<file path="config.mk">
export PLATFORM = sky130hd
export DESIGN_NAME = pc_stack_unit
export DESIGN_NICKNAME = d
export VERILOG_FILES = /design/src/rtl/pc_stack_unit.sv
export SDC_FILE = /design/constraint.sdc
export NUM_CORES = 1
export LEC_CHECK = 0
export ABC_CLOCK_PERIOD_IN_PS = 2200
export CORE_MARGIN = 2
export CORE_UTILIZATION = 25
export CTS_BUF_LIST = sky130_fd_sc_hd__clkbuf_16
export DETAILED_ROUTE_END_ITERATION = 8
export PLACE_DENSITY = 0.46
export SETUP_SLACK_MARGIN = 0.2
export SYNTH_ARGS = -nofsm -noshare
export SYNTH_HDL_FRONTEND = slang
export SYNTH_SLANG_ARGS = --single-unit
</file>
<file path="constraint.sdc">
create_clock -name clk -period 2.2 [get_ports clk]
set_input_delay 0.22 -clock clk [delete_from_list [all_inputs] [get_ports clk]]
set_output_delay 0.22 -clock clk [all_outputs]
set_load 0.02 [all_outputs]
</file>
<file path="src/rtl/pc_stack_unit.sv">
// Program counter with relative/absolute branches, a call/return stack,
// stall, a programmable reset vector and sticky stack-error flags.
// The decoder issues one-hot-ish commands; a fixed priority picks the
// single action executed each cycle, and pc_next shows its result early.
module pc_stack_unit #(
    parameter int              ADDR_W      = 8,
    parameter int              STACK_DEPTH = 4,
    parameter logic [ADDR_W-1:0] RESET_VEC = '0
) (
    input  logic                               clk,
    input  logic                               rst_n,
    input  logic                               stall,
    input  logic                               advance,
    input  logic                               branch_abs,
    input  logic                               branch_rel,
    input  logic                               call,
    input  logic                               ret,
    input  logic [ADDR_W-1:0]                  target,
    input  logic [ADDR_W-1:0]                  offset,
    input  logic                               err_clr,
    output logic [ADDR_W-1:0]                  pc,
    output logic [ADDR_W-1:0]                  pc_next,
    output logic [$clog2(STACK_DEPTH+1)-1:0]   stack_depth,
    output logic                               stack_full,
    output logic                               stack_empty,
    output logic                               err_overflow,
    output logic                               err_underflow
);

    localparam int DEPTH_W = $clog2(STACK_DEPTH + 1);

    logic [ADDR_W-1:0]                    pc_reg;
    logic [DEPTH_W-1:0]                   depth_reg;
    logic [DEPTH_W-1:0]                   depth_next;
    logic                                 ovf_reg;
    logic                                 ovf_next;
    logic                                 unf_reg;
    logic                                 unf_next;
    logic                                 push_en;
    logic [ADDR_W-1:0]                    ret_addr;
    logic [ADDR_W-1:0]                    top_entry;
    logic [STACK_DEPTH-1:0][ADDR_W-1:0]   entries;
    logic                                 full;
    logic                                 empty;

    // Return address is the instruction after the call; wraps naturally.
    assign ret_addr = pc_reg + ADDR_W'(1);
    assign full     = (depth_reg == DEPTH_W'(STACK_DEPTH));
    assign empty    = (depth_reg == '0);

    // Stack entry gi holds the return address pushed when depth was gi.
    // Contents are don't-care after reset, so the entries carry no reset.
    for (genvar gi = 0; gi < STACK_DEPTH; gi++) begin : g_stack
        logic [ADDR_W-1:0] entry_reg;

        // Capture the return address when this slot is the next free one.
        always_ff @(posedge clk) begin
            if (push_en && (depth_reg == DEPTH_W'(gi))) begin
                entry_reg <= ret_addr;
            end
        end

        assign entries[gi] = entry_reg;
    end

    // Select the most recently pushed entry (slot depth-1).
    always_comb begin
        top_entry = '0;
        for (int i = 0; i < STACK_DEPTH; i++) begin
            if (depth_reg == DEPTH_W'(i + 1)) begin
                top_entry = entries[i];
            end
        end
    end

    // Priority decode: stall > ret > call > branch_abs > branch_rel > advance.
    // Error cases hold pc; err_clr is applied first so a new error wins.
    always_comb begin
        pc_next    = pc_reg;
        depth_next = depth_reg;
        push_en    = 1'b0;
        ovf_next   = err_clr ? 1'b0 : ovf_reg;
        unf_next   = err_clr ? 1'b0 : unf_reg;
        if (stall) begin
            pc_next = pc_reg;
        end else if (ret) begin
            if (empty) begin
                unf_next = 1'b1;
            end else begin
                pc_next    = top_entry;
                depth_next = depth_reg - DEPTH_W'(1);
            end
        end else if (call) begin
            if (full) begin
                ovf_next = 1'b1;
            end else begin
                push_en    = 1'b1;
                pc_next    = target;
                depth_next = depth_reg + DEPTH_W'(1);
            end
        end else if (branch_abs) begin
            pc_next = target;
        end else if (branch_rel) begin
            // Modular add gives the sign-extended relative jump for free.
            pc_next = pc_reg + offset;
        end else if (advance) begin
            pc_next = pc_reg + ADDR_W'(1);
        end
    end

    // State register with asynchronous active-low reset.
    always_ff @(posedge clk or negedge rst_n) begin
        if (!rst_n) begin
            pc_reg    <= RESET_VEC;
            depth_reg <= '0;
            ovf_reg   <= 1'b0;
            unf_reg   <= 1'b0;
        end else begin
            pc_reg    <= pc_next;
            depth_reg <= depth_next;
            ovf_reg   <= ovf_next;
            unf_reg   <= unf_next;
        end
    end

    assign pc            = pc_reg;
    assign stack_depth   = depth_reg;
    assign stack_full    = full;
    assign stack_empty   = empty;
    assign err_overflow  = ovf_reg;
    assign err_underflow = unf_reg;

endmodule

</file>
==> insert_results.sql, run 1 <==
INSERT INTO impl_metrics (metric_group, metric, value, unit) VALUES
('run_status', 'run_status', 'complete, but fails checks', ''),
('run_status', 'failing_checks', 'setup timing', ''),
('logic_synthesis', 'synth_async_sr_flop_share', '28.89', '%'),
('sta', 'timing.setup.tns', '-1.787', 'ns'),
('grt', 'final_global_route_overflow_total', '0', ''),
('logic_synthesis', 'complex_gate_fraction_of_the_synthesized_area', '21.13', '%'),
('logic_synthesis', 'dominant_combinational_cell_family_by_area_after_synthesis', 'compound AO/OA/AOI/OAI gates', ''),
('sta', 'timing_worst_slew_pin_value', '0.7549', 'ns'),
('routing', 'drt-vias-per-instance', '4.927', ''),
('clock_tree', 'hold_bufs_inserted_after_cts', '0', ''),
('worst_setup_path', 'timing.reg2reg.setup_slack', '0.12', 'ns'),
('logic_synthesis', 'seq_area_frac_synth', '42.34', '%'),
('floorplanning', 'core_area', '11910', 'um2'),
('worst_hold_path', 'min_path_type', 'primary input to asynchronous set/reset pin', ''),
('clock_tree', 'clk_path_buf_depth', '2', ''),
('final_layout', 'largest_register_ffs', '32', ''),
('sta', 'setup_slack', '-0.2822', 'ns'),
('power', 'power.combinational.fraction', '65.0', '%'),
('placement', 'dp_cells', '558', ''),
('sta', 'unrepaired_setup_endpoints_after_global_routing', 'yes', ''),
('sta', 'relSlewSlack', '49.52', '%'),
('final_layout', 'final_cell_count_no_fill', '578', ''),
('grt', 'grt_pass1_vias', '2923', ''),
('sta', 'total_count_of_max_transition_violations_in_the_final_report', '0', ''),
('logic_synthesis', 'count_of_state_elements_after_synthesis', '45', ''),
('grt', 'grt_pass1_wl', '15770', 'um'),
('worst_setup_path', 'worst-path-buf-inv', '2', ''),
('logic_synthesis', 'synthFlopType', 'sky130_fd_sc_hd__edfxtp_1', ''),
('worst_setup_path', 'setup.worst_path.start_class', 'flip-flop', ''),
('power', 'ir_drop', '0.0005000', 'V'),
('grt', 'global_route.usage.total', '15.73', '%'),
('final_layout', 'layout.filler_cells', '1185', ''),
('worst_setup_path', 'worst-endpoint-required', '1.98', 'ns'),
('worst_setup_path', 'setup.worst_path.end', 'pc_next[2]', ''),
('sta', 'finalSetupViolations', '8', ''),
('final_layout', 'finish.net_count', '470', ''),
('clock_tree', 'clock_tree_from_tritoncts', 'yes', ''),
('power', 'powerDensity', '1234', 'nW/um2'),
('logic_synthesis', 'xor_and_xnor_area_share_after_synthesis', '5.189', '%'),
('floorplanning', 'floorplan.rows', '40', ''),
('routing', 'vias', '2848', ''),
('floorplanning', 'initial_utilization', '25.50', '%'),
('worst_setup_path', 'critical-path-top-cell-by-count', 'sky130_fd_sc_hd__a221o_1', ''),
('clock_tree', 'worst_setup_hold_path_clk_slew', '0.07', 'ns'),
('grt', 'maximum_number_of_pins_on_one_net_before_global_route_repair', '20', ''),
('worst_setup_path', 'worst-r2r-cell-count', '10', ''),
('routing', 'routed_length_per_instance', '17.11', 'um'),
('sta', 'finalWorstPathRequiredPeriod', '2.482', 'ns'),
('floorplanning', 'fp.dieArea', '13050', 'um2'),
('worst_setup_path', 'critical_path_peak_fanout', '6', ''),
('logic_synthesis', 'synth_edf_count', '32', ''),
('clock_tree', 'htree_levels', '2', ''),
('logic_synthesis', 'synth_simple_gate_area_share', '15.20', '%'),
('logic_synthesis', 'netlist_area', '3038', 'um2'),
('placement', 'post-dp-hpwl', '7397', 'um'),
('sta', 'max_clock_freq', '402.9', 'MHz'),
('routing', 'route.detailed.drc', '0', ''),
('routing', 'drt_first_iter_violations', '176', ''),
('routing', 'drt_wl_total', '9887', 'um'),
('final_layout', 'finished_cell_area', '4826', 'um2'),
('logic_synthesis', 'postSynthAreaPerCell', '10.13', 'um2'),
('worst_setup_path', 'timing.critical_path.cells', 'ha_2, ha_4, buf_4, a221oi_2, nor3_1, a221o_1, a221o_1, buf_6', ''),
('power', 'sequentialPowerShare', '20.5', '%'),
('grt', 'antenna_found_initial', '0', ''),
('worst_setup_path', 'crit_slowest_cell', 'sky130_fd_sc_hd__dfrtp_2', ''),
('sta', 'final_min_period_over_clock_period', '112.8', '%'),
('power', 'net-switching-power', '2.374', 'mW'),
('final_layout', 'synthToLayoutAreaGrowth', '58.86', '%'),
('worst_setup_path', 'worstSetupPathDepth', '8', ''),
('worst_setup_path', 'reg2reg_from', 'stack_depth[1]', ''),
('routing', 'route.antenna.remaining_nets', '0', '');
[timing repair]
item | in CTS | in global routing
endpoints found under the hold margin | 0 | 0
gates resized for setup | 94 | 16
pin swaps | 28 | 16
endpoints found under the setup margin | 16 | 15
setup buffers | 8 | 4
[metal layers]
| metal | wire length [um] | GRT usage (%) | vias up |
|---|---|---|---|
| li1 | - | - | 1384 |
| met1 | 4711 | 21.98 | 1388 |
| met2 | 4591 | 25.56 | 66 |
| met3 | 447 | 2.382 | 10 |
| met4 | 136 | 3.984 | 0 |
| met5 | 0 | 0 | - |
[power by group through the flow]
stage	sequential, mW	clock, mW	combinational [mW]
after global routing	1.24	0.920	4.19
final	1.22	0.866	3.87
after detailed placement	1.23	0	3.27
after global placement	1.23	0	3.26
after CTS	1.22	0.887	3.73
after floorplan	1.39	0	1.68
[final cells by class]
type	instances	area, um2	area share, %
timing repair buffer	146	1291	26.76
multi-input combinational	214	1808	37.46
inverter	18	82.58	1.711
clock buffer	5	125.1	2.593
tap	147	183.9	3.811
clock inverter	3	41.29	0.8556
sequential	45	1294	26.81
[worst min-delay path by stage]
stage	start	endpoint	slack [ns]
after floorplan	rst_n	err_overflow	-0.08
after global placement	err_overflow	err_overflow	0.52
after detailed placement	err_underflow	err_underflow	0.54
after CTS	rst_n	pc[7]	0.40
after global routing	rst_n	pc[7]	0.42
final	rst_n	pc[7]	0.37
[logic make-up after synthesis]
logic type | after synthesis
and+or+nand+nor | 87
xor gates and xnor gates | 18
DFF | 45
AOI/OAI and AO/OA | 90
adders and majority gates | 15
buffers and inverters | 41
muxes | 4
[cell usage after synthesis (2+ instances only)]
cell type,number,area (um2)
sky130_fd_sc_hd__a211oi_1,4,30.03
sky130_fd_sc_hd__a21bo_2,2,20.02
sky130_fd_sc_hd__a21oi_1,18,90.09
sky130_fd_sc_hd__a221o_1,2,20.02
sky130_fd_sc_hd__a221oi_1,4,35.03
sky130_fd_sc_hd__a22oi_1,3,22.52
sky130_fd_sc_hd__a31oi_1,6,37.54
sky130_fd_sc_hd__a32o_1,2,20.02
sky130_fd_sc_hd__and2b_2,2,17.52
sky130_fd_sc_hd__and3_1,2,12.51
sky130_fd_sc_hd__buf_2,12,60.06
sky130_fd_sc_hd__buf_6,2,22.52
sky130_fd_sc_hd__clkbuf_1,2,7.510
sky130_fd_sc_hd__clkbuf_8,7,96.34
sky130_fd_sc_hd__dfrtp_1,13,325.3
sky130_fd_sc_hd__edfxtp_1,32,960.9
sky130_fd_sc_hd__ha_1,14,175.2
sky130_fd_sc_hd__inv_1,17,63.81
sky130_fd_sc_hd__mux2i_1,3,30.03
sky130_fd_sc_hd__nand2_1,26,97.59
sky130_fd_sc_hd__nand2b_1,3,18.77
sky130_fd_sc_hd__nand3_1,12,60.06
sky130_fd_sc_hd__nand4_1,3,18.77
sky130_fd_sc_hd__nor2_1,12,45.04
sky130_fd_sc_hd__nor2b_1,5,31.28
sky130_fd_sc_hd__nor3_1,4,20.02
sky130_fd_sc_hd__nor3b_1,5,37.54
sky130_fd_sc_hd__nor4_1,2,12.51
sky130_fd_sc_hd__o2111a_1,2,22.52
sky130_fd_sc_hd__o2111ai_1,3,26.28
sky130_fd_sc_hd__o211ai_1,3,22.52
sky130_fd_sc_hd__o21a_1,2,15.01
sky130_fd_sc_hd__o21ai_0,16,80.08
sky130_fd_sc_hd__o21bai_1,2,15.01
sky130_fd_sc_hd__o22ai_1,4,25.02
sky130_fd_sc_hd__o311ai_0,2,17.52
sky130_fd_sc_hd__o31ai_1,2,15.01
sky130_fd_sc_hd__or3_1,2,12.51
sky130_fd_sc_hd__or4_1,2,15.01
sky130_fd_sc_hd__xnor2_1,9,78.83
sky130_fd_sc_hd__xor2_1,9,78.83
[per-stage QoR]
step / utilization [%] / total power, mW / setup WS, ns / hold WS, ns
2_1_floorplan: - / 3.072 / 0.08455 / -0.07559
3_3_place_gp: 35.97 / 4.486 / -0.8479 / 0.5238
3_5_place_dp: 35.97 / 4.501 / -0.8560 / 0.5355
4_1_cts: 39.84 / 5.842 / -0.3503 / 0.3972
5_1_grt: 40.51 / 6.348 / -0.3918 / 0.4232
6_report: 40.51 / 5.957 / -0.2822 / 0.3669
[cell usage in the layout, fill, tap and decap left out, types with 7 or more instances in the layout]
cell / n
sky130_fd_sc_hd__buf_4: 87
sky130_fd_sc_hd__clkdlybuf4s50_1: 36
sky130_fd_sc_hd__edfxtp_1: 32
sky130_fd_sc_hd__nand2_1: 26
sky130_fd_sc_hd__a21oi_1: 15
sky130_fd_sc_hd__buf_6: 15
sky130_fd_sc_hd__inv_1: 14
sky130_fd_sc_hd__nand3_1: 12
sky130_fd_sc_hd__nor2_1: 11
sky130_fd_sc_hd__o21ai_0: 11
sky130_fd_sc_hd__xnor2_1: 9
sky130_fd_sc_hd__xor2_1: 9
sky130_fd_sc_hd__ha_4: 7
sky130_fd_sc_hd__dfrtp_1: 7
Power figures use the tool's default switching activity.
==> run 2, diff against run 1 <==
ABC_CLOCK_PERIOD_IN_PS = 2300   (was 2200)
clock period = 2.3 ns   (was 2.2 ns; I/O delays follow)
==> insert_results.sql, run 2 (synthesized netlist as in run 1, its figures left out) <==
INSERT INTO impl_metrics (metric_group, metric, value, unit) VALUES
('grt', 'groute.layer.met2.usage', '25.12', '%'),
('final_layout', 'post_route_cells_drive_above_1_share', '40.33', '%'),
('worst_setup_path', 'worst-r2r-cell-count', '10', ''),
('sta', 'setup_slack', '-0.2913', 'ns'),
('clock_tree', 'cts_sinks', '45', ''),
('grt', 'groute.layer.met1.usage', '21.85', '%'),
('sta', 'relSlewSlack', '51.38', '%'),
('worst_setup_path', 'timing.reg2reg.setup_slack', '0.24', 'ns'),
('grt', 'global_route.usage.total', '15.30', '%'),
('worst_setup_path', 'rr_endpoint', 'pc[3]', ''),
('final_layout', 'largest_register_ffs', '32', ''),
('grt', 'antenna_found_initial', '0', ''),
('worst_setup_path', 'worstSetupEndpointType', 'primary output', ''),
('floorplanning', 'die-width', '114.2', 'um'),
('clock_tree', 'clk_latency', '0.29', 'ns'),
('sta', 'worst_clock_skew', '0.008056', 'ns'),
('sta', 'max_clock_freq', '385.9', 'MHz'),
('grt', 'final_global_route_overflow_total', '0', ''),
('run_status', 'failing_checks', 'setup timing', ''),
('clock_tree', 'clock_tree_from_tritoncts', 'yes', ''),
('worst_setup_path', 'critical-path-top-cell-by-count', 'sky130_fd_sc_hd__buf_6', ''),
('final_layout', 'final_common_cell', 'sky130_fd_sc_hd__buf_4', ''),
('grt', 'grt_pass1_vias', '2886', ''),
('routing', 'route.antenna.remaining_nets', '0', ''),
('power', 'ir_drop', '0.0005603', 'V'),
('job', 'cap_violations', '0', ''),
('clock_tree', 'cts-root-buf', 'sky130_fd_sc_hd__clkbuf_16', ''),
('final_layout', 'postLayoutCoreUtil', '39.58', '%'),
('power', 'total_leakage_power', '1.846', 'nW'),
('clock_tree', 'htree_levels', '2', ''),
('worst_setup_path', 'timing.critical_path.cells', 'clkdlybuf4s50_1, inv_1, fa_2, nand2b_4, a211oi_4, buf_6, or4_4, o2111ai_2, a32o_2, buf_6', ''),
('sta', 'timing_worst_slew_pin_value', '0.7270', 'ns'),
('worst_setup_path', 'cp_data_arrival_time', '2.36', 'ns'),
('routing', 'drt_wl_total', '9760', 'um'),
('final_layout', 'finish.net_count', '463', ''),
('sta', 'finalHoldViolations', '0', ''),
('power', 'design_power_total', '5.581', 'mW'),
('worst_setup_path', 'worst-endpoint-required', '2.07', 'ns'),
('final_layout', 'num_antenna_cells', '0', ''),
('floorplanning', 'fp.dieArea', '13050', 'um2'),
('sta', 'final_min_period_over_clock_period', '112.7', '%'),
('grt', 'globalRoute.busiestLayer', 'met2', ''),
('worst_setup_path', 'worst_setup_sp', 'offset[1]', ''),
('routing', 'drtPass1Iterations', '4', ''),
('worst_setup_path', 'critical_path_peak_fanout', '2', ''),
('routing', 'drt_first_iter_violations', '141', ''),
('grt', 'grt_pass1_wl', '15440', 'um'),
('worst_setup_path', 'setup.worst_path.start_class', 'primary input', ''),
('clock_tree', 'worst_setup_hold_path_clk_slew', '0.07', 'ns'),
('grt', 'maximum_number_of_pins_on_one_net_before_global_route_repair', '17', ''),
('floorplanning', 'die_y', '114.2', 'um'),
('routing', 'vias', '2804', ''),
('sta', 'finalSetupViolations', '8', ''),
('run_status', 'run_status', 'complete, but fails checks', ''),
('placement', 'gp_routability_congestion', '0.8363', ''),
('worst_setup_path', 'crit_slowest_cell', 'sky130_fd_sc_hd__clkdlybuf4s50_1', ''),
('sta', 'finalWorstPathRequiredPeriod', '2.591', 'ns'),
('floorplanning', 'floorplan.rows', '40', ''),
('final_layout', 'synthToLayoutAreaGrowth', '55.19', '%'),
('clock_tree', 'cts-buffers-inserted', '5', ''),
('routing', 'routed_length_per_instance', '17.09', 'um'),
('worst_setup_path', 'crit_type', 'primary input to primary output', ''),
('floorplanning', 'core_area', '11910', 'um2'),
('final_layout', 'layout_common_cells', '80 x sky130_fd_sc_hd__buf_4, 36 x sky130_fd_sc_hd__clkdlybuf4s50_1, 32 x sky130_fd_sc_hd__edfxtp_1, 25 x sky130_fd_sc_hd__nand2_1, 16 x sky130_fd_sc_hd__buf_6', ''),
('floorplanning', 'io_pins', '48', ''),
('routing', 'route.detailed.drc', '0', ''),
('worst_hold_path', 'min_path_type', 'primary input to asynchronous set/reset pin', ''),
('clock_tree', 'clk_path_buf_depth', '2', ''),
('worst_setup_path', 'reg2reg_from', 'stack_depth[1]', ''),
('floorplanning', 'initial_utilization', '25.50', '%'),
('clock_tree', 'hold_bufs_inserted_after_cts', '0', ''),
('power', 'powerDensity', '1184', 'nW/um2'),
('worst_setup_path', 'crit_path_max_incr_delay', '0.49', 'ns'),
('grt', 'gr-usage-met3', '1.853', '%'),
('placement', 'place.port_buffers', '47', ''),
('placement', 'preCtsSetupSlack', '-0.7655', 'ns'),
('routing', 'drt-vias-per-instance', '4.911', ''),
('sta', 'total_count_of_max_transition_violations_in_the_final_report', '0', ''),
('placement', 'post-dp-hpwl', '7460', 'um'),
('sta', 'worst_hold_slack', '0.3671', 'ns'),
('sta', 'unrepaired_setup_endpoints_after_global_routing', 'yes', '');
## run 2: cell types whose count changed in the layout (fill, tap and decap cells not counted), moves of 2 or more
cell                        previous run  this run
sky130_fd_sc_hd__a221oi_2              3         5
sky130_fd_sc_hd__o21ai_0              11        13
sky130_fd_sc_hd__o21ai_1               4         1
sky130_fd_sc_hd__a2111oi_4             2         0
sky130_fd_sc_hd__buf_4                87        80
## run 2: per-stage QoR
step | instance area [um2] | cells | TNS (ns)
4_1_cts | 4648 | 570 | -1.441
3_5_place_dp | 4230 | 552 | -5.147
5_1_grt | 4715 | 571 | -2.090
3_3_place_gp | 4230 | 552 | -5.012
6_report | 4715 | 571 | -1.406
2_1_floorplan | 3129 | 300 | 0
## run 2: how the worst max path moves through the flow
stage | end | slack [ns] | depth (start not counted)
final | pc_next[6] | -0.29 | 10
after global routing | pc_next[6] | -0.38 | 10
after CTS | pc_next[6] | -0.26 | 10
after detailed placement | pc_next[6] | -0.77 | 10
after global placement | pc_next[6] | -0.77 | 10
after floorplan | pc_next[4] | 0.16 | 8
## run 2: layer usage
metal	routed length, um	vias up
li1	-	1367
met1	4754	1372
met2	4577	61
met3	358	4
met4	70	0
met5	0	-
## run 2: report_power, final
| group | leakage (nW) | internal [mW] | total (mW) | switching, mW |
|---|---|---|---|---|
| logic | 1.32 | 1.73 | 3.53 | 1.80 |
| registers | 0.443 | 1.09 | 1.19 | 0.101 |
| clock network | 0.0848 | 0.521 | 0.866 | 0.344 |
## run 2: what timing repair did
item,in CTS,in global routing
resized for setup,86,16
pin swaps,15,8
setup endpoints to repair,13,11
setup buffers,10,1
## run 2: layout make-up
cell class	count	area, um2
Clock buffer	5	125.1
Clock inverter	3	47.55
Fill cell	1208	7197
Inverter	18	72.57
Multi-Input combinational cell	214	1763
Sequential cell	45	1294
Tap cell	147	183.9
Timing Repair Buffer	139	1229
## run 2: critical path, delay by kind of cell
kind                       cells  cell delay (ns)
and+or+nand+nor                2             0.27
adders and majority gates      1             0.40
buffers and inverters          4             0.83
AOI/OAI and AO/OA              3             0.63
==> run 3, diff against run 2 <==
CORE_ASPECT_RATIO = 1.4   (was not set)
==> insert_results.sql, run 3 (synthesized netlist as in run 1, its figures left out) <==
INSERT INTO impl_metrics (metric_group, metric, value, unit) VALUES
('final_layout', 'final_cell_count_no_fill', '577', ''),
('sta', 'total_count_of_max_transition_violations_in_the_final_report', '0', ''),
('clock_tree', 'cts-buffers-inserted', '5', ''),
('floorplanning', 'floorplan.rows', '47', ''),
('sta', 'timing.setup.tns', '-1.795', 'ns'),
('final_layout', 'layout_common_cells', '87 x sky130_fd_sc_hd__buf_4, 36 x sky130_fd_sc_hd__clkdlybuf4s50_1, 32 x sky130_fd_sc_hd__edfxtp_1, 26 x sky130_fd_sc_hd__nand2_1, 15 x sky130_fd_sc_hd__buf_6', ''),
('worst_setup_path', 'crit_slowest_cell', 'sky130_fd_sc_hd__dfrtp_2', ''),
('sta', 'timing_worst_slew_pin_value', '0.7106', 'ns'),
('routing', 'drt_first_iter_violations', '101', ''),
('clock_tree', 'cts-root-buf', 'sky130_fd_sc_hd__clkbuf_16', ''),
('floorplanning', 'fp.dieArea', '13060', 'um2'),
('sta', 'max_clock_freq', '383.1', 'MHz'),
('clock_tree', 'cts_sinks', '45', ''),
('floorplanning', 'die-width', '97.17', 'um'),
('final_layout', 'finished_cell_area', '4843', 'um2'),
('floorplanning', 'die_y', '134.4', 'um'),
('sta', 'finalSetupViolations', '8', ''),
('routing', 'routed_length_per_instance', '17.10', 'um'),
('run_status', 'failing_checks', 'setup timing', ''),
('worst_setup_path', 'worstSetupEndpointType', 'primary output', ''),
('clock_tree', 'clock_tree_from_tritoncts', 'yes', ''),
('job', 'cap_violations', '0', ''),
('routing', 'drt_wl_total', '9865', 'um'),
('routing', 'drtPass1Iterations', '4', ''),
('worst_setup_path', 'crit_type', 'flip-flop to primary output', ''),
('final_layout', 'final_common_cell', 'sky130_fd_sc_hd__buf_4', ''),
('clock_tree', 'worst_setup_hold_path_clk_slew', '0.07', 'ns'),
('sta', 'unrepaired_setup_endpoints_after_global_routing', 'yes', ''),
('worst_setup_path', 'crit_path_max_incr_delay', '0.39', 'ns'),
('grt', 'final_global_route_overflow_total', '0', ''),
('worst_hold_path', 'min_path_type', 'primary input to asynchronous set/reset pin', ''),
('sta', 'worst_hold_slack', '0.3609', 'ns'),
('worst_setup_path', 'critical_path_peak_fanout', '2', ''),
('grt', 'antenna_found_initial', '0', ''),
('worst_setup_path', 'cp_data_arrival_time', '2.38', 'ns'),
('placement', 'placed_cell_area', '4243', 'um2'),
('placement', 'place.port_buffers', '47', ''),
('grt', 'global_route.usage.total', '15.28', '%'),
('sta', 'finalWorstPathRequiredPeriod', '2.611', 'ns'),
('final_layout', 'postLayoutCoreUtil', '40.98', '%'),
('placement', 'post-dp-hpwl', '7723', 'um'),
('sta', 'worst_clock_skew', '0.006840', 'ns'),
('grt', 'grt_pass1_wl', '15600', 'um'),
('placement', 'gp_routability_congestion', '0.8546', ''),
('grt', 'maximum_number_of_pins_on_one_net_before_global_route_repair', '18', ''),
('routing', 'route.antenna.remaining_nets', '0', ''),
('floorplanning', 'io_pins', '48', ''),
('run_status', 'run_status', 'complete, but fails checks', ''),
('sta', 'setup_slack', '-0.3105', 'ns'),
('worst_setup_path', 'setup.worst_path.start_class', 'flip-flop', ''),
('final_layout', 'largest_register_ffs', '32', ''),
('clock_tree', 'clk_path_buf_depth', '2', ''),
('clock_tree', 'clk_latency', '0.29', 'ns'),
('final_layout', 'finish.net_count', '469', ''),
('sta', 'final_min_period_over_clock_period', '113.5', '%'),
('clock_tree', 'htree_levels', '2', ''),
('routing', 'vias', '2803', ''),
('power', 'ir_drop', '0.0003265', 'V'),
('final_layout', 'post_route_cells_drive_above_1_share', '42.09', '%'),
('power', 'powerDensity', '1202', 'nW/um2'),
('worst_setup_path', 'worst-endpoint-required', '2.07', 'ns'),
('worst_setup_path', 'timing.critical_path.cells', 'ha_4, inv_2, fa_2, nand2b_4, a211oi_4, buf_6, or4_4, o2111ai_2, a32o_2, buf_6', ''),
('grt', 'grt_pass1_vias', '2962', ''),
('final_layout', 'num_antenna_cells', '0', ''),
('final_layout', 'synthToLayoutAreaGrowth', '59.43', '%'),
('routing', 'route.detailed.drc', '0', ''),
('power', 'total_leakage_power', '1.884', 'nW'),
('placement', 'dp_cells', '552', ''),
('power', 'design_power_total', '5.823', 'mW'),
('floorplanning', 'core_area', '11820', 'um2'),
('routing', 'drt-vias-per-instance', '4.858', ''),
('sta', 'relSlewSlack', '52.48', '%'),
('sta', 'finalHoldViolations', '0', ''),
('floorplanning', 'initial_utilization', '25.70', '%'),
('placement', 'preCtsSetupSlack', '-0.8065', 'ns'),
('worst_setup_path', 'critical-path-top-cell-by-count', 'sky130_fd_sc_hd__buf_6', '');
[run 3: cell types whose count changed in the layout (fill, tap and decap cells not counted), moves of 2 or more]
| cell | delta |
|---|---|
| sky130_fd_sc_hd__buf_4 | +7 |
| sky130_fd_sc_hd__o21ai_1 | +3 |
| sky130_fd_sc_hd__a2111oi_4 | +2 |
| sky130_fd_sc_hd__buf_12 | +2 |
| sky130_fd_sc_hd__nand2_2 | -2 |
| sky130_fd_sc_hd__o21ai_0 | -2 |
[run 3: cell type report]
class	count	area [um2]
repair buffers	145	1301
flip-flops and latches	45	1294
well taps	147	183.9
clock inverters	3	28.78
inverters	18	75.07
fillers	1173	6977
multi-input cells	214	1836
clock buffers	5	125.1
[run 3: final timing paths]
kind	startpoint	to	cells after the start	slack, ns
setup / recovery	pc[0]	pc_next[6]	10	-0.31
hold / removal	rst_n	stack_depth[0]	1	0.36
setup reg to reg	stack_depth[0]	pc[3]	11	0.22
hold reg to reg	err_overflow	err_overflow	2	0.54
max in group asynchronous	rst_n	pc[1]	1	1.45
min in group clk	err_overflow	err_overflow	2	0.54
[run 3: repair_timing]
item | CTS | global route
endpoints found under the setup margin | 12 | 13
hold buffers | 0 | 0
cloned | 0 | 1
buffers inserted | 8 | 8
resized for setup | 81 | 31
pin swaps | 16 | 16
[run 3: power by group]
| group | internal, mW | total (mW) | switching (mW) |
|---|---|---|---|
| sequential | 1.09 | 1.19 | 0.105 |
| clock | 0.419 | 0.772 | 0.353 |
| combinational | 1.97 | 3.86 | 1.88 |
| total | 3.48 | 5.82 | 2.34 |
[run 3: metal layers]
| layer | global-route usage (%) | up-vias | share of wire (%) |
|---|---|---|---|
| li1 | - | 1375 | - |
| met1 | 16.53 | 1355 | 39 |
| met2 | 28.36 | 54 | 55 |
| met3 | 2.397 | 19 | 2.5 |
| met4 | 8.216 | 0 | 3.4 |
| met5 | 0 | - | 0 |
[run 3: worst max-delay path: cells and delay by family, from the launching register on]
family,cells,cell delay (ns)
AO/OA/AOI/OAI,3,0.64
buffers and inverters,3,0.29
AND/OR/NAND/NOR,2,0.27
flip-flops,1,0.39
adder cells (fa/ha/maj),2,0.48
